## src/rtl/mask_match_sequencer_if.sv

```systemverilog
// mask_match_sequencer_if: handshake and data bundle between mask fetch, the sequencer and PE operand select
//   slave  : sequencer side (takes ivalid/bitmasks/iready, drives oready/ovalid/beat fields/counts)
//   master : environment side (mirror of slave)
interface mask_match_sequencer_if #(
  parameter int MASK_LENGTH    = 16,
  parameter int INDEX_BITWIDTH = 5,
  parameter int POS_BITWIDTH   = 4,
  parameter int LANES          = 4
);
  logic                            ivalid;
  logic                            oready;
  logic                            ovalid;
  logic                            iready;
  logic [MASK_LENGTH-1:0]          bitmaskW;
  logic [MASK_LENGTH-1:0]          bitmaskA;
  logic [LANES-1:0]                laneValid;
  logic [LANES*POS_BITWIDTH-1:0]   wIndex;
  logic [LANES*POS_BITWIDTH-1:0]   aIndex;
  logic                            lastBeat;
  logic [INDEX_BITWIDTH-1:0]       numW;
  logic [INDEX_BITWIDTH-1:0]       numA;
  logic [INDEX_BITWIDTH-1:0]       numMutual;
  modport slave (
    input  ivalid, iready, bitmaskW, bitmaskA,
    output oready, ovalid, laneValid, wIndex, aIndex, lastBeat, numW, numA, numMutual
  );
  modport master (
    output ivalid, iready, bitmaskW, bitmaskA,
    input  oready, ovalid, laneValid, wIndex, aIndex, lastBeat, numW, numA, numMutual
  );
endinterface

```

## src/rtl/mask_match_sequencer.sv

```systemverilog
// mask_match_sequencer: streams matched W/A positions of a mask pair as beats of up to LANES dense-index pairs
//   clock  : rising-edge clock
//   resetn : synchronous active-low reset
//   bus    : mask_match_sequencer_if.slave (input handshake + masks, output beats + popcounts)
module mask_match_sequencer #(
  parameter int MASK_LENGTH    = 16,
  parameter int INDEX_BITWIDTH = 5,
  parameter int POS_BITWIDTH   = 4,
  parameter int LANES          = 4
) (
  input logic                   clock,
  input logic                   resetn,
  mask_match_sequencer_if.slave bus
);
  typedef enum logic {IDLE, EMIT} state_t;
  state_t                          state_q, state_d;
  logic [MASK_LENGTH-1:0]          w_q, w_d, a_q, a_d, rem_q, rem_d, sel_q, sel_d;
  logic [LANES-1:0]                lv_q, lv_d;
  logic [LANES*POS_BITWIDTH-1:0]   wi_q, wi_d, ai_q, ai_d;
  logic                            last_q, last_d;
  logic [INDEX_BITWIDTH-1:0]       nw_q, nw_d, na_q, na_d, nm_q, nm_d;
  logic [INDEX_BITWIDTH-1:0]       r;
  logic [POS_BITWIDTH-1:0]         wc, ac;
  logic                            accept, hs, upd;

  function automatic logic [INDEX_BITWIDTH-1:0] popcnt(input logic [MASK_LENGTH-1:0] v);
    popcnt = '0;
    for (int i = 0; i < MASK_LENGTH; i++) popcnt += INDEX_BITWIDTH'(v[i]);
  endfunction

  assign hs           = bus.ovalid && bus.iready;
  assign bus.ovalid   = state_q == EMIT;
  // the last-beat handshake frees the block in the same cycle so a waiting pair loads without a bubble
  assign bus.oready   = resetn && (state_q == IDLE || (hs && last_q));
  assign accept       = bus.ivalid && bus.oready;
  assign upd          = accept || hs;
  assign bus.laneValid = lv_q;
  assign bus.wIndex    = wi_q;
  assign bus.aIndex    = ai_q;
  assign bus.lastBeat  = last_q;
  assign bus.numW      = nw_q;
  assign bus.numA      = na_q;
  assign bus.numMutual = nm_q;

  always_comb begin
    state_d = accept ? EMIT : (hs && last_q) ? IDLE : state_q;
    w_d     = accept ? bus.bitmaskW : w_q;
    a_d     = accept ? bus.bitmaskA : a_q;
    rem_d   = accept ? (bus.bitmaskW & bus.bitmaskA) : hs ? (rem_q & ~sel_q) : rem_q;
    nw_d    = accept ? popcnt(bus.bitmaskW) : nw_q;
    na_d    = accept ? popcnt(bus.bitmaskA) : na_q;
    nm_d    = accept ? popcnt(bus.bitmaskW & bus.bitmaskA) : nm_q;
    lv_d    = '0;
    wi_d    = '0;
    ai_d    = '0;
    sel_d   = '0;
    r       = '0;
    wc      = '0;
    ac      = '0;
    // r ranks each remaining bit; the first LANES ranks map straight onto lanes 0..LANES-1
    for (int i = 0; i < MASK_LENGTH; i++) begin
      for (int l = 0; l < LANES; l++) begin
        if (rem_d[i] && r == INDEX_BITWIDTH'(l)) begin
          lv_d[l]                                = 1'b1;
          wi_d[l*POS_BITWIDTH +: POS_BITWIDTH]   = wc;
          ai_d[l*POS_BITWIDTH +: POS_BITWIDTH]   = ac;
        end
      end
      sel_d[i] = rem_d[i] && r < INDEX_BITWIDTH'(LANES);
      r        = r + INDEX_BITWIDTH'(rem_d[i]);
      wc       = wc + POS_BITWIDTH'(w_d[i]);
      ac       = ac + POS_BITWIDTH'(a_d[i]);
    end
    last_d = r <= INDEX_BITWIDTH'(LANES);
  end

  always_ff @(posedge clock) begin
    if (!resetn) begin
      state_q <= IDLE;
      w_q     <= '0;
      a_q     <= '0;
      rem_q   <= '0;
      sel_q   <= '0;
      lv_q    <= '0;
      wi_q    <= '0;
      ai_q    <= '0;
      last_q  <= 1'b0;
      nw_q    <= '0;
      na_q    <= '0;
      nm_q    <= '0;
    end else begin
      state_q <= state_d;
      w_q     <= w_d;
      a_q     <= a_d;
      rem_q   <= rem_d;
      nw_q    <= nw_d;
      na_q    <= na_d;
      nm_q    <= nm_d;
      if (upd) begin
        sel_q  <= sel_d;
        lv_q   <= lv_d;
        wi_q   <= wi_d;
        ai_q   <= ai_d;
        last_q <= last_d;
      end
    end
  end
endmodule

```

## src/flat_wrapper.sv

```systemverilog
// flat-port wrapper written by rule: the top's interface ports become plain ports
module mask_match_sequencer_flat 
#(
  parameter int MASK_LENGTH    = 16,
  parameter int INDEX_BITWIDTH = 5,
  parameter int POS_BITWIDTH   = 4,
  parameter int LANES          = 4
)
  (clock, resetn, bus_ivalid, bus_iready, bus_bitmaskW, bus_bitmaskA, bus_oready, bus_ovalid, bus_laneValid, bus_wIndex, bus_aIndex, bus_lastBeat, bus_numW, bus_numA, bus_numMutual);
  mask_match_sequencer_if #(.MASK_LENGTH(MASK_LENGTH), .INDEX_BITWIDTH(INDEX_BITWIDTH), .POS_BITWIDTH(POS_BITWIDTH), .LANES(LANES)) bus_i ();
  input logic clock;
  input logic resetn;
  input wire logic [$bits(bus_i.ivalid)-1:0] bus_ivalid;
  input wire logic [$bits(bus_i.iready)-1:0] bus_iready;
  input wire logic [$bits(bus_i.bitmaskW)-1:0] bus_bitmaskW;
  input wire logic [$bits(bus_i.bitmaskA)-1:0] bus_bitmaskA;
  output wire logic [$bits(bus_i.oready)-1:0] bus_oready;
  output wire logic [$bits(bus_i.ovalid)-1:0] bus_ovalid;
  output wire logic [$bits(bus_i.laneValid)-1:0] bus_laneValid;
  output wire logic [$bits(bus_i.wIndex)-1:0] bus_wIndex;
  output wire logic [$bits(bus_i.aIndex)-1:0] bus_aIndex;
  output wire logic [$bits(bus_i.lastBeat)-1:0] bus_lastBeat;
  output wire logic [$bits(bus_i.numW)-1:0] bus_numW;
  output wire logic [$bits(bus_i.numA)-1:0] bus_numA;
  output wire logic [$bits(bus_i.numMutual)-1:0] bus_numMutual;
  assign bus_i.ivalid = bus_ivalid;
  assign bus_i.iready = bus_iready;
  assign bus_i.bitmaskW = bus_bitmaskW;
  assign bus_i.bitmaskA = bus_bitmaskA;
  assign bus_oready = bus_i.oready;
  assign bus_ovalid = bus_i.ovalid;
  assign bus_laneValid = bus_i.laneValid;
  assign bus_wIndex = bus_i.wIndex;
  assign bus_aIndex = bus_i.aIndex;
  assign bus_lastBeat = bus_i.lastBeat;
  assign bus_numW = bus_i.numW;
  assign bus_numA = bus_i.numA;
  assign bus_numMutual = bus_i.numMutual;
  mask_match_sequencer #(.MASK_LENGTH(MASK_LENGTH), .INDEX_BITWIDTH(INDEX_BITWIDTH), .POS_BITWIDTH(POS_BITWIDTH), .LANES(LANES)) u_core (.clock(clock), .resetn(resetn), .bus(bus_i));
endmodule
```

## config.mk

```make
export PLATFORM = sky130hd
export DESIGN_NAME = mask_match_sequencer_flat
export DESIGN_NICKNAME = d
export VERILOG_FILES = /design/src/rtl/mask_match_sequencer_if.sv /design/src/rtl/mask_match_sequencer.sv /design/src/flat_wrapper.sv
export SDC_FILE = /design/constraint.sdc
export NUM_CORES = 1
export LEC_CHECK = 0
export BUFFER_PORTS_ARGS = -buffer_cell sky130_fd_sc_hd__buf_2
export CORE_UTILIZATION = 35
export CTS_CLUSTER_DIAMETER = 150
export DETAILED_ROUTE_END_ITERATION = 6
export GPL_ROUTABILITY_DRIVEN = 0
export GPL_TIMING_DRIVEN = 0
export PLACE_DENSITY_LB_ADDON = 0.15
export SLEW_MARGIN = 20
export SYNTH_ARGS = -nofsm -noshare
export SYNTH_HDL_FRONTEND = slang
export SYNTH_SLANG_ARGS = --single-unit
```

## constraint.sdc

```tcl
create_clock -name clock -period 30.3 [get_ports clock]
set_clock_uncertainty 0.15 [all_clocks]
set_input_delay 1.515 -clock clock [delete_from_list [all_inputs] [get_ports clock]]
set_output_delay 1.515 -clock clock [all_outputs]
set_load 0.02 [all_outputs]
```

* Word level (Yosys, flattened, before mapping) *
Index checks and enable logic that the tools add are counted.

storage, ports and cells
  flip-flop bits (word level) = 115
  input port bits = 36
  logic and storage cells = 438

operators by class
  $add $sub $neg = 88
  order comparisons = 16
  eq/ne operators = 42
  multiplexer cells = 181
  bitwise gates (word level) = 4
  reduce and logical (&&, ||, !) cells = 95

operators by type and width
  cell                  number
  $mux W4               112
  $add A5 B1 Y5         56
  $eq A5 B2 Y1 const B  28
  $add A4 B1 Y4         26
  $logic_and A1 B1 Y1   77
  $logic_not A5 Y1      15
  $eq A5 B1 Y1 const B  14
  $lt A5 B3 Y1 const B  14
  $mux W1               65
  $and A16 B16 Y16      2
  $mux W16              2
  $mux W15              2
  $not A16 Y16          1
  $add A1 B1 Y2         6
  $le A5 B3 Y1 const B  1
  $lt A1 B3 Y1 const B  1
  $logic_or A1 B1 Y1    2
  $reduce_bool A2 Y1    1
  $not A1 Y1            1

* Logic depth before layout (Yosys ltp) *
Gate-level depths: netlist of the first run.

  word-level depth = 23
  mapped depth = 38
  gate-level depth less buffers = 31

* Worst setup path after synthesis of the first run *
OpenSTA, ideal clock, no wires.

  path type = input -> register
  start = input port resetn
  end = register u_core.ai_q[1], in the netlist u_core.bus.aIndex[1]
  library setup time = 0.115 ns
  data arrival time = 10.540 ns
  required time = 30.035 ns
  setup slack = 19.495 ns
  cell stages on the path = 38
  buffers on the path = 7
  cells stage by stage = clkbuf_1 nand2_1 clkbuf_1 nor2_1 clkbuf_1 clkbuf_1 nand2_1 nand2_1 inv_1 fa_1 inv_1 ha_1 inv_1 fa_1 inv_1 ha_1 ha_1 ha_1 [... 2 more ...] ha_1 ha_1 clkbuf_1 xor2_1 xnor3_1 xnor2_1 nand3_1 and3_1 or3_1 clkbuf_2 and2_4 or3_1 a31oi_4 and2_1 buf_2 a211oi_1 o221a_1 o21a_1

between the ends
  word-level cells in the longest chain between the ends = 20
  elaborated cells on any way between the ends = 75
  classes of those cells = add/sub (28); mux (16); reduce/logical (31)

ends and longest elaborated chain
  element                                              line                                                    text
  start, declared                                      flat_wrapper.sv:12                                      input logic resetn;
  $logic_and A1 B1 Y1 (*)                              mask_match_sequencer.sv:34                              assign bus.oready = resetn && (state_q == IDLE || (hs && last_q));
  $logic_and A1 B1 Y1 (*)                              mask_match_sequencer.sv:35                              assign accept = bus.ivalid && bus.oready;
  $mux W16 (*)                                         mask_match_sequencer.sv:49                              rem_d = accept ? (bus.bitmaskW & bus.bitmaskA) : hs ? (rem_q & ~sel_q) : rem_q;
  named net u_core.rem_d[1]                            mask_match_sequencer.sv:17                              logic [MASK_LENGTH-1:0] w_q, w_d, a_q, a_d, rem_q, rem_d, sel_q, sel_d;
  $add A1 B1 Y2 (*)                                    mask_match_sequencer.sv:70                              r = r + INDEX_BITWIDTH'(rem_d[i]);
  $add A5 B1 Y5 or $logic_not A5 Y1 (tied branches)    mask_match_sequencer.sv:70, mask_match_sequencer.sv:63
  $add A5 B1 Y5 (tied with other cells) (12 in a row)  mask_match_sequencer.sv:70
  $logic_not A5 Y1 (tied with other cells)             mask_match_sequencer.sv:63                              if (rem_d[i] && r == INDEX_BITWIDTH'(l)) begin
  $logic_and A1 B1 Y1 or $mux W4 (tied branches)       mask_match_sequencer.sv:63
  $mux W4 (*)                                          mask_match_sequencer.sv:63
  end signal, assigned                                 mask_match_sequencer.sv:103                             ai_q <= ai_d;
  end, declared                                        mask_match_sequencer.sv:19                              logic [LANES*POS_BITWIDTH-1:0] wi_q, wi_d, ai_q, ai_d;

Mark *: on every way through the listed nets, which the timed path passes. The rest lies on a longest branch.
A chain may end at the register's enable or synchronous reset.

* Final worst setup path of the first run *
  start = input port resetn
  end = register u_core.ai_q[14], in the netlist u_core.bus.aIndex[14]

between the ends
  word-level cells in the longest chain between the ends = 20
  elaborated cells on any way between the ends = 72
  classes of those cells = add/sub (28); eq/ne (13); mux (15); reduce/logical (16)

ends and longest elaborated chain
  element                                              line
  $logic_and A1 B1 Y1 (*)                              mask_match_sequencer.sv:34
  $logic_and A1 B1 Y1 (*)                              mask_match_sequencer.sv:35
  $mux W16 (*)                                         mask_match_sequencer.sv:49
  named net u_core.rem_d[1]                            mask_match_sequencer.sv:17
  $add A1 B1 Y2 (*)                                    mask_match_sequencer.sv:70
  $add A5 B1 Y5 (*)                                    mask_match_sequencer.sv:70
  $add A5 B1 Y5 or $eq A5 B2 Y1 (tied branches)        mask_match_sequencer.sv:70, mask_match_sequencer.sv:63
  $add A5 B1 Y5 (tied with other cells) (11 in a row)  mask_match_sequencer.sv:70
  $eq A5 B2 Y1 (tied with other cells)                 mask_match_sequencer.sv:63
  $logic_and A1 B1 Y1 or $mux W4 (tied branches)       mask_match_sequencer.sv:63
  $mux W4 (*)                                          mask_match_sequencer.sv:63

Marked as above.

==> impl_results.html, run 1 <==
<table>
<tr><th>Metric</th><th>Value</th></tr>
<tr><th colspan="2">Status</th></tr>
<tr><td>Status</td><td>finished, final reports clean</td></tr>
<tr><th colspan="2">Yosys</th></tr>
<tr><td>Seq cells post-synth</td><td>115</td></tr>
<tr><td>Post-synth top flop</td><td>dfxtp_1</td></tr>
<tr><td>Number of enable-type register cells in the synthesized netlist</td><td>0</td></tr>
<tr><td>Post-Synthesis Net Count</td><td>about 2,000</td></tr>
<tr><td>Post-Synthesis Mean Instance Area</td><td>7.429 um2</td></tr>
<tr><td>Dominant cells by area after synthesis</td><td>dfxtp_1 17%, ha_1 8.8%, a21oi_1 6.4%, nand2_1 5.8%, o21ai_0 5.7%</td></tr>
<tr><td>Area of the mapped netlist</td><td>13,860 um2</td></tr>
<tr><td>Register area share after synthesis</td><td>16.61%</td></tr>
<tr><td>Async SR Flop Fraction</td><td>0%</td></tr>
<tr><td>Cell type with the highest aggregate area in the netlist</td><td>dfxtp_1</td></tr>
<tr><td>Post-synth cell types</td><td>101</td></tr>
<tr><td>Yosys top cell area share</td><td>roughly 17%</td></tr>
<tr><td>Yosys warns</td><td>0</td></tr>
<tr><td>Cells after synthesis</td><td>1,866</td></tr>
<tr><th colspan="2">Global route</th></tr>
<tr><td>M3 GR Usage</td><td>around 6.3%</td></tr>
<tr><td>Number of antenna violations at the first check in global routing</td><td>0</td></tr>
<tr><td>Total routing resource utilization after global routing</td><td>around 28%</td></tr>
<tr><td>Most heavily used metal layer in global routing</td><td>met2</td></tr>
<tr><td>Met1 Resource Use GR</td><td>38.18%</td></tr>
<tr><td>Wire length of the first global-routing pass</td><td>between 80,000 and 90,000 um</td></tr>
<tr><td>Largest net degree at the start of global routing</td><td>17</td></tr>
<tr><td>Vias in the first global route</td><td>14,530</td></tr>
<tr><td>Total grt overflow</td><td>0</td></tr>
<tr><td>Met2 Resource Use GR</td><td>45.32%</td></tr>
<tr><th colspan="2">Routing</th></tr>
<tr><td>Remaining routing DRC violations</td><td>0</td></tr>
<tr><td>Ratio of routed vias to standard cells</td><td>just over 6</td></tr>
<tr><td>Final routed wire length divided by cell count</td><td>23.06 um</td></tr>
<tr><td>Total wire length after detailed routing</td><td>57,760 um</td></tr>
<tr><td>Number of routed nets with antenna violations</td><td>0</td></tr>
<tr><td>Via total after detailed routing</td><td>15,280</td></tr>
<tr><td>Initial DRT Pass Iterations</td><td>5</td></tr>
<tr><td>Number of design-rule violations left by the first detailed-router iteration</td><td>roughly 1,800</td></tr>
<tr><th colspan="2">Setup path</th></tr>
<tr><td>Required time reported for the critical path endpoint</td><td>about 30 ns</td></tr>
<tr><td>Worst endpoint data arrival time</td><td>14.10 ns</td></tr>
<tr><td>Startpoint of the worst setup timing path</td><td>resetn</td></tr>
<tr><td>Start of the worst register-to-register path</td><td>u_core.bus.lastBeat</td></tr>
<tr><td>Startpoint-to-endpoint class of the critical path</td><td>input pin to flop</td></tr>
<tr><td>Worst-path maximum fanout</td><td>10</td></tr>
<tr><td>Slowest cell on the critical path</td><td>mux2i_1</td></tr>
<tr><td>Crit end category</td><td>flop</td></tr>
<tr><td>Crit path top cell by count</td><td>ha_1</td></tr>
<tr><td>Worst stage delay on the critical path</td><td>0.85 ns</td></tr>
<tr><td>Startpoint types</td><td>input pin</td></tr>
<tr><th colspan="2">Placed design</th></tr>
<tr><td>Pre-CTS worst setup slack</td><td>between 15 and 20 ns</td></tr>
<tr><td>Estimated wirelength of the detail-placed design</td><td>about 47,000 um</td></tr>
<tr><td>Count of input and output buffers</td><td>89</td></tr>
<tr><th colspan="2">Timing</th></tr>
<tr><td>Clock period minus final worst setup slack</td><td>13.96 ns</td></tr>
<tr><td>Post-route clock period utilization</td><td>46.07%</td></tr>
<tr><td>Hold slack</td><td>0.3053 ns</td></tr>
<tr><td>Setup_tns</td><td>0 ns</td></tr>
<tr><td>Least setup slack across all paths after layout</td><td>about 16 ns</td></tr>
<tr><td>Maximum operating frequency</td><td>just over 70 MHz</td></tr>
<tr><td>Number of max-slew violations in the final report</td><td>0</td></tr>
<tr><td>Remaining max-slew budget at the tightest pin</td><td>12.83%</td></tr>
<tr><td>Setup repair after global routing missed its margin</td><td>false</td></tr>
<tr><td>Actual slew at the worst max-slew pin</td><td>1.294 ns</td></tr>
<tr><td>Final number of hold-violating endpoints</td><td>0</td></tr>
<tr><td>Setup Viol. Count Final</td><td>0</td></tr>
<tr><th colspan="2">Die</th></tr>
<tr><td>Area of the die</td><td>roughly 40,000 um2</td></tr>
<tr><td>Ports placed on the boundary</td><td>90</td></tr>
<tr><td>Horizontal die dimension</td><td>201.0 um</td></tr>
<tr><td>Std-Cell Core Area</td><td>38,830 um2</td></tr>
<tr><td># rows</td><td>72</td></tr>
<tr><td>Die Y</td><td>201.0 um</td></tr>
<tr><td>Initial Utilization</td><td>a little over a third</td></tr>
<tr><th colspan="2">Worst hold path</th></tr>
<tr><td>Type of the tightest min-delay check</td><td>flop to flop</td></tr>
<tr><td>Hold_sp</td><td>u_core.bus.numA[0]</td></tr>
<tr><th colspan="2">Final layout</th></tr>
<tr><td>Area added between synthesis and finish</td><td>12.19%</td></tr>
<tr><td>Final-stage net count</td><td>approximately 2,100</td></tr>
<tr><td>ANT cells</td><td>0</td></tr>
<tr><td>Most frequent standard cell in the layout excluding fill and tap cells</td><td>nand2_1</td></tr>
<tr><td>Highest-count cells in the layout ignoring fill and taps</td><td>213 x nand2_1, 177 x a21oi_1, 158 x o21ai_0, 117 x nor2_1, 115 x dfxtp_1</td></tr>
<tr><td>Fraction of final layout cells with drive strength greater than 1</td><td>10.72%</td></tr>
<tr><th colspan="2">Clocking</th></tr>
<tr><td>H-tree depth</td><td>4</td></tr>
<tr><td>TritonCTS clock tree</td><td>done</td></tr>
<tr><td>Clock sink total</td><td>115</td></tr>
<tr><td>Worst-path clk slew</td><td>0.06 ns</td></tr>
<tr><td>Hold buffer count at cts</td><td>0</td></tr>
<tr><td>Num CTS Buffers</td><td>17</td></tr>
<tr><td>Clock insertion delay at the later pin of the skew report</td><td>0.44 ns</td></tr>
<tr><td>Worst-case clock buffer depth</td><td>2</td></tr>
<tr><td>Root Buffer</td><td>clkbuf_16</td></tr>
<tr><td>CTS-repair resized insts</td><td>0</td></tr>
<tr><td>Post-CTS Setup Repair Bufs</td><td>0</td></tr>
<tr><th colspan="2">Flow run</th></tr>
<tr><td># Max-Cap Violations</td><td>0</td></tr>
<tr><th colspan="2">Power</th></tr>
<tr><td>Total power after layout</td><td>approximately 790 uW</td></tr>
<tr><td>LEAKAGE</td><td>between 0.006 and 0.007 uW</td></tr>
<tr><td>Max IR drop VDD</td><td>0.05593 mV</td></tr>
<tr><td>Power density normalized to cell area</td><td>roughly 51 nW/um2</td></tr>
</table>
[through the flow]
step                      instance area (um2)  util, %  std cells
after floorplan                         13860        -       1866
after global placement                  14960    38.52       2473
after detailed placement                14970    38.56       2473
after CTS                               15550    40.04       2505
after global routing                    15550    40.06       2505
final                                   15550    40.06       2505
[power breakdown]
| group | switching, uW | internal, uW | total (uW) |
|---|---|---|---|
| sequential | 6.95 | 164 | 171 |
| combinational | 276 | 144 | 420 |
| clock | 87.6 | 115 | 202 |
[cell type report]
| cell class | count | area [um2] |
|---|---|---|
| Buffer | 104 | 417.9 |
| Sequential cell | 115 | 2302 |
| Clock inverter | 15 | 148.9 |
| Multi-Input combinational cell | 1556 | 10820 |
| Inverter | 91 | 341.6 |
| Clock buffer | 17 | 425.4 |
| Tap cell | 518 | 648.1 |
| Timing Repair Buffer | 89 | 445.4 |
| Fill cell | 4122 | 23270 |
[cell families after synthesis]
family / after synthesis / synth area share, %
AOI/OAI and AO/OA: 646 / 29.93
xor gates and xnor gates: 79 / 7.419
adders and majority gates: 133 / 13.95
buffers and inverters: 195 / 5.479
DFF: 115 / 16.61
muxes: 33 / 2.518
and+or+nand+nor: 665 / 24.09
[synth_stat cells (5+ instances only)]
master / instances
nor2b_1: 12
o21a_1: 6
xor2_2: 6
a21oi_1: 177
o31ai_1: 6
o21ai_0: 158
nand3b_1: 6
or4_1: 6
o211a_1: 8
fa_1: 36
nand2b_1: 21
a21o_1: 22
inv_1: 90
xor2_1: 20
o211ai_1: 53
xnor2_2: 9
buf_2: 15
a211o_1: 12
clkbuf_1: 76
or3_1: 16
o221ai_1: 7
and3_1: 17
xnor2_1: 30
o21ai_1: 7
nor2_1: 117
nor3b_1: 6
dfxtp_1: 115
nor3_1: 36
and2_1: 49
nand4_1: 17
a41oi_1: 5
o22ai_1: 15
nand2_1: 213
o2111ai_1: 9
a2111oi_0: 5
a211oi_1: 54
mux2i_1: 25
a22oi_1: 15
nor4_1: 13
buf_1: 10
ha_1: 97
a31oi_1: 30
mux2_2: 5
nand3_1: 92
xnor3_1: 5
[worst max-delay path: cells and delay by family]
| kind | cells | cell delay, ns |
|---|---|---|
| buffers and inverters | 10 | 3.01 |
| xor gates and xnor gates | 4 | 1.71 |
| AOI/OAI and AO/OA | 6 | 1.13 |
| muxes | 2 | 1.27 |
| and+or+nand+nor | 5 | 1.30 |
| adders and majority gates | 10 | 4.17 |
[final timing paths]
check	endpoint	slack [ns]	cells past startpoint
max	u_core.bus.aIndex[14]	16.34	37
min	u_core.bus.numA[0]	0.31	2
max reg2reg	u_core.bus.aIndex[14]	17.83	34
min reg2reg	u_core.bus.numA[0]	0.31	2
[flip-flops by register name, indices dropped and copies added, names as in the netlist]
signal	flops
u_core.bus.aIndex	16
u_core.bus.wIndex	16
u_core.rem_q	16
u_core.sel_q	16
u_core.a_q	15
u_core.w_q	15
u_core.bus.numA	5
u_core.bus.numMutual	5
u_core.bus.numW	5
u_core.bus.laneValid	4
u_core.bus.lastBeat	1
u_core.bus.ovalid	1
[per-layer routing]
metal / vias to the layer above / part of all wire (%)
met4: 0 / 2.4
met2: 675 / 45
met5: - / 0
met1: 7430 / 43
li1: 7098 / -
met3: 74 / 9.3
No activity file was read; power rests on OpenSTA's default activity.
==> run 2, diff against run 1 <==
==> constraint.sdc (replaced) <==
create_clock -name clock -period 11.6 [get_ports clock]
set_clock_uncertainty 0.15 [all_clocks]
set_input_delay 0.58 -clock clock [delete_from_list [all_inputs] [get_ports clock]]
set_output_delay 0.58 -clock clock [all_outputs]
set_load 0.02 [all_outputs]
==> run 2 against run 1 <==
Effect of this change: hold slack got worse by 0.053 ns; wire length about the same; worst setup slack got worse by 16 ns; critical path depth increased by 1; clock power increased to 2.6 times the previous value; critical endpoint is now u_core.bus.aIndex[7]; largest cell class unchanged; non-clock buffer count increased by 2; sequential power increased to 2.6 times the previous value; sequential cell count unchanged; final cell count about the same.
==> impl_results.html, run 2 (synthesis gave the netlist of run 1 again) <==
<table>
<tr><th>Metric</th><th>Value</th></tr>
<tr><th colspan="2">Setup path</th></tr>
<tr><td>Worst setup slack for register-to-register paths</td><td>0.51 ns (-17.32 ns)</td></tr>
<tr><td>Depth of the most critical reg-to-reg path</td><td>35 (+2.9%)</td></tr>
<tr><td>Startpoint types</td><td>input pin</td></tr>
<tr><td>Crit path top cell by count</td><td>ha_1</td></tr>
<tr><td>Startpoint-to-endpoint class of the critical path</td><td>input pin to flop</td></tr>
<tr><td>Crit end category</td><td>flop</td></tr>
<tr><td>Worst stage delay on the critical path</td><td>0.62 ns (-0.23 ns)</td></tr>
<tr><td>Worst endpoint data arrival time</td><td>11.33 ns (-2.77 ns)</td></tr>
<tr><td>Worst-path maximum fanout</td><td>10 (unchanged)</td></tr>
<tr><td>Crit path buf inv count</td><td>12 (+2)</td></tr>
<tr><td>Gate family responsible for the most delay along the worst path</td><td>adder cells</td></tr>
<tr><td>Critical path depth</td><td>38 (+2.7%)</td></tr>
<tr><td>Start of the worst register-to-register path</td><td>u_core.bus.lastBeat</td></tr>
<tr><td>RR Endpoint</td><td>u_core.bus.aIndex[7]</td></tr>
<tr><td>Required time reported for the critical path endpoint</td><td>11.76 ns (-18.69 ns)</td></tr>
<tr><td>Slowest cell on the critical path</td><td>fa_1</td></tr>
<tr><th colspan="2">Final layout</th></tr>
<tr><td>ANT cells</td><td>0 (unchanged)</td></tr>
<tr><td>Final-stage net count</td><td>2,145 (+0.093%)</td></tr>
<tr><td>Fillcell total</td><td>4,102 (-0.49%)</td></tr>
<tr><td>Area of the multi-input gates</td><td>10,920 um2 (+0.94%)</td></tr>
<tr><td>Most frequent standard cell in the layout excluding fill and tap cells</td><td>nand2_1</td></tr>
<tr><td>Post-Layout Inst Area</td><td>15,680 um2 (+0.82%)</td></tr>
<tr><td>FF+latch area</td><td>2302 um2 (unchanged)</td></tr>
<tr><td>Post-route core utilization</td><td>40.38% (+0.33 points)</td></tr>
<tr><td>Highest-count cells in the layout ignoring fill and taps</td><td>213 x nand2_1, 177 x a21oi_1, 158 x o21ai_0, 115 x nor2_1, 115 x dfxtp_1</td></tr>
<tr><td>Fraction of final layout cells with drive strength greater than 1</td><td>11.56% (+0.84 points)</td></tr>
<tr><td>Area added between synthesis and finish</td><td>13.11%</td></tr>
<tr><th colspan="2">Timing</th></tr>
<tr><td>Number of max-slew violations in the final report</td><td>0 (unchanged)</td></tr>
<tr><td>Setup Viol. Count Final</td><td>0 (unchanged)</td></tr>
<tr><td>Post-route clock period utilization</td><td>96.29%</td></tr>
<tr><td>Clock period minus final worst setup slack</td><td>11.17 ns</td></tr>
<tr><td>Final number of hold-violating endpoints</td><td>0 (unchanged)</td></tr>
<tr><td>Setup_tns</td><td>0 ns (unchanged)</td></tr>
<tr><td>Remaining max-slew budget at the tightest pin</td><td>22.69% (+9.9 points)</td></tr>
<tr><td>Actual slew at the worst max-slew pin</td><td>1.148 ns (-0.1463 ns)</td></tr>
<tr><td>Maximum operating frequency</td><td>89.53 MHz</td></tr>
<tr><td>Hold slack</td><td>0.2520 ns (-0.05329 ns)</td></tr>
<tr><td>Setup repair after global routing missed its margin</td><td>true</td></tr>
<tr><th colspan="2">Placed design</th></tr>
<tr><td>Count of input and output buffers</td><td>89 (unchanged)</td></tr>
<tr><td>Placed inst area</td><td>14,970 um2 (unchanged)</td></tr>
<tr><td>Estimated wirelength of the detail-placed design</td><td>46,840 um (unchanged)</td></tr>
<tr><th colspan="2">Global route</th></tr>
<tr><td>Number of antenna violations at the first check in global routing</td><td>0 (unchanged)</td></tr>
<tr><td>Largest net degree at the start of global routing</td><td>17 (unchanged)</td></tr>
<tr><td>Total grt overflow</td><td>0 (unchanged)</td></tr>
<tr><td>Vias in the first global route</td><td>14,550 (+0.12%)</td></tr>
<tr><td>Wire length of the first global-routing pass</td><td>87,480 um (-0.21%)</td></tr>
<tr><td>Total routing resource utilization after global routing</td><td>28.43% (about the same)</td></tr>
<tr><th colspan="2">Worst hold path</th></tr>
<tr><td>Hold_sp</td><td>bus_ivalid</td></tr>
<tr><td>Number of instances on the worst hold path</td><td>3 (+1)</td></tr>
<tr><td>Hold worst-path end</td><td>u_core.bus.ovalid</td></tr>
<tr><td>Type of the tightest min-delay check</td><td>input pin to flop</td></tr>
<tr><th colspan="2">Clocking</th></tr>
<tr><td>Worst-path clk slew</td><td>0.06 ns (about the same)</td></tr>
<tr><td>Hold buffer count at cts</td><td>0 (unchanged)</td></tr>
<tr><td>Worst-case clock buffer depth</td><td>2 (unchanged)</td></tr>
<tr><td>Clock insertion delay at the later pin of the skew report</td><td>0.44 ns (about the same)</td></tr>
<tr><td>Root Buffer</td><td>clkbuf_16</td></tr>
<tr><td>Num CTS Buffers</td><td>17 (unchanged)</td></tr>
<tr><td>H-tree depth</td><td>4 (unchanged)</td></tr>
<tr><td>Clock sink total</td><td>115 (unchanged)</td></tr>
<tr><td>TritonCTS clock tree</td><td>done</td></tr>
<tr><th colspan="2">Power</th></tr>
<tr><td>Max IR drop VDD</td><td>0.1442 mV (+160%)</td></tr>
<tr><td>Proportion of power drawn by combinational gates</td><td>53.0% (about the same)</td></tr>
<tr><td>Switching component of the power</td><td>973.1 uW (+160%)</td></tr>
<tr><td>Register share of total power</td><td>21.5% (about the same)</td></tr>
<tr><td>LEAKAGE</td><td>0.006513 uW (+0.63%)</td></tr>
<tr><td>Power density normalized to cell area</td><td>132.7 nW/um2 (+160%)</td></tr>
<tr><td>Total power after layout</td><td>2080 uW (+160%)</td></tr>
<tr><td>Switching share of total power</td><td>46.77% (+0.076 points)</td></tr>
<tr><td>Internal power</td><td>1107 uW (+160%)</td></tr>
<tr><td>Clock power share</td><td>25.5% (about the same)</td></tr>
<tr><th colspan="2">Die</th></tr>
<tr><td>Ports placed on the boundary</td><td>90 (unchanged)</td></tr>
<tr><td># rows</td><td>72 (unchanged)</td></tr>
<tr><td>Horizontal die dimension</td><td>201.0 um (unchanged)</td></tr>
<tr><td>Area of the die</td><td>40,410 um2 (unchanged)</td></tr>
<tr><td>Die Y</td><td>201.0 um (unchanged)</td></tr>
<tr><td>Initial Utilization</td><td>35.70% (unchanged)</td></tr>
<tr><td>Std-Cell Core Area</td><td>38,830 um2 (unchanged)</td></tr>
<tr><th colspan="2">Status</th></tr>
<tr><td>Status</td><td>finished, final reports clean</td></tr>
<tr><th colspan="2">Routing</th></tr>
<tr><td>Final routed wire length divided by cell count</td><td>23.02 um (-0.15%)</td></tr>
<tr><td>Ratio of routed vias to standard cells</td><td>6.105 (about the same)</td></tr>
<tr><td>Initial DRT Pass Iterations</td><td>6 (+1)</td></tr>
<tr><td>Total wire length after detailed routing</td><td>57,720 um (about the same)</td></tr>
<tr><td>Number of routed nets with antenna violations</td><td>0 (unchanged)</td></tr>
<tr><td>Via total after detailed routing</td><td>15,300 (+0.18%)</td></tr>
<tr><td>Number of design-rule violations left by the first detailed-router iteration</td><td>1,578 (-10%)</td></tr>
<tr><td>Remaining routing DRC violations</td><td>0 (unchanged)</td></tr>
<tr><th colspan="2">Flow run</th></tr>
<tr><td># Max-Cap Violations</td><td>0 (unchanged)</td></tr>
</table>
==> run 2: cell count changes in the layout (fill, tap and decap cells not counted), sizes merged <==
cell,before,now
buf,116,119
clkbuf,94,93
==> run 2: how the worst max path moves through the flow <==
stage | startpoint | to | slack (ns)
2_1_floorplan | resetn | u_core.bus.aIndex[1] | 1.73
3_3_place_gp | resetn | u_core.bus.aIndex[14] | -1.56
3_5_place_dp | resetn | u_core.bus.aIndex[14] | -1.64
4_1_cts | resetn | u_core.bus.wIndex[14] | 0.06
5_1_grt | resetn | u_core.bus.aIndex[9] | -0.04
6_report | resetn | u_core.bus.aIndex[7] | 0.43
==> run 2: through the flow <==
step                      instances  worst slack [ns]
after floorplan                1866             1.730
after global placement         2473            -1.556
after detailed placement       2473            -1.636
after CTS                      2505           0.06286
after global routing           2507          -0.03530
final                          2507            0.4300
==> run 2: what timing repair did <==
action	in CTS	in global routing
setup endpoints to repair	40	38
resized for setup	8	15
setup buffers	0	3
hold endpoints to repair	0	0
pin swaps	0	1
==> run 2: cell type report <==
class | count | area share [%]
timing repair buffer | 92 | 2.984
clock inverter | 15 | 0.9496
clock buffer | 17 | 2.713
inverter | 91 | 2.178
sequential | 115 | 14.68
multi-input combinational | 1556 | 69.67
buffer | 103 | 2.689
tap | 518 | 4.133
==> run 2: routing by layer <==
layer / global-route usage [%] / vias to the layer above / share of wire [%]
li1: - / 7107 / -
met1: 37.68 / 7422 / 43
met2: 45.13 / 687 / 45
met3: 7.159 / 88 / 9.9
met4: 8.642 / 0 / 2.6
met5: 0 / - / 0
==> run 2: worst register-to-register path: cells and delay by family (launching register included) <==
kind | cells | cell delay, ns
compound gates | 4 | 1.03
xor+xnor | 2 | 0.80
fa+ha+maj | 11 | 4.55
buf+inv | 9 | 2.12
flops | 1 | 0.45
simple gates | 9 | 1.87
==> run 2: power by group through the flow <==
| stage | combinational, uW | sequential [uW] | clock (uW) |
|---|---|---|---|
| final | 1100 | 448 | 530 |
| after global routing | 1200 | 452 | 550 |
| after CTS | 1080 | 448 | 532 |
| after detailed placement | 1070 | 456 | 0 |
| after global placement | 1060 | 455 | 0 |
| after floorplan | 700 | 484 | 0 |
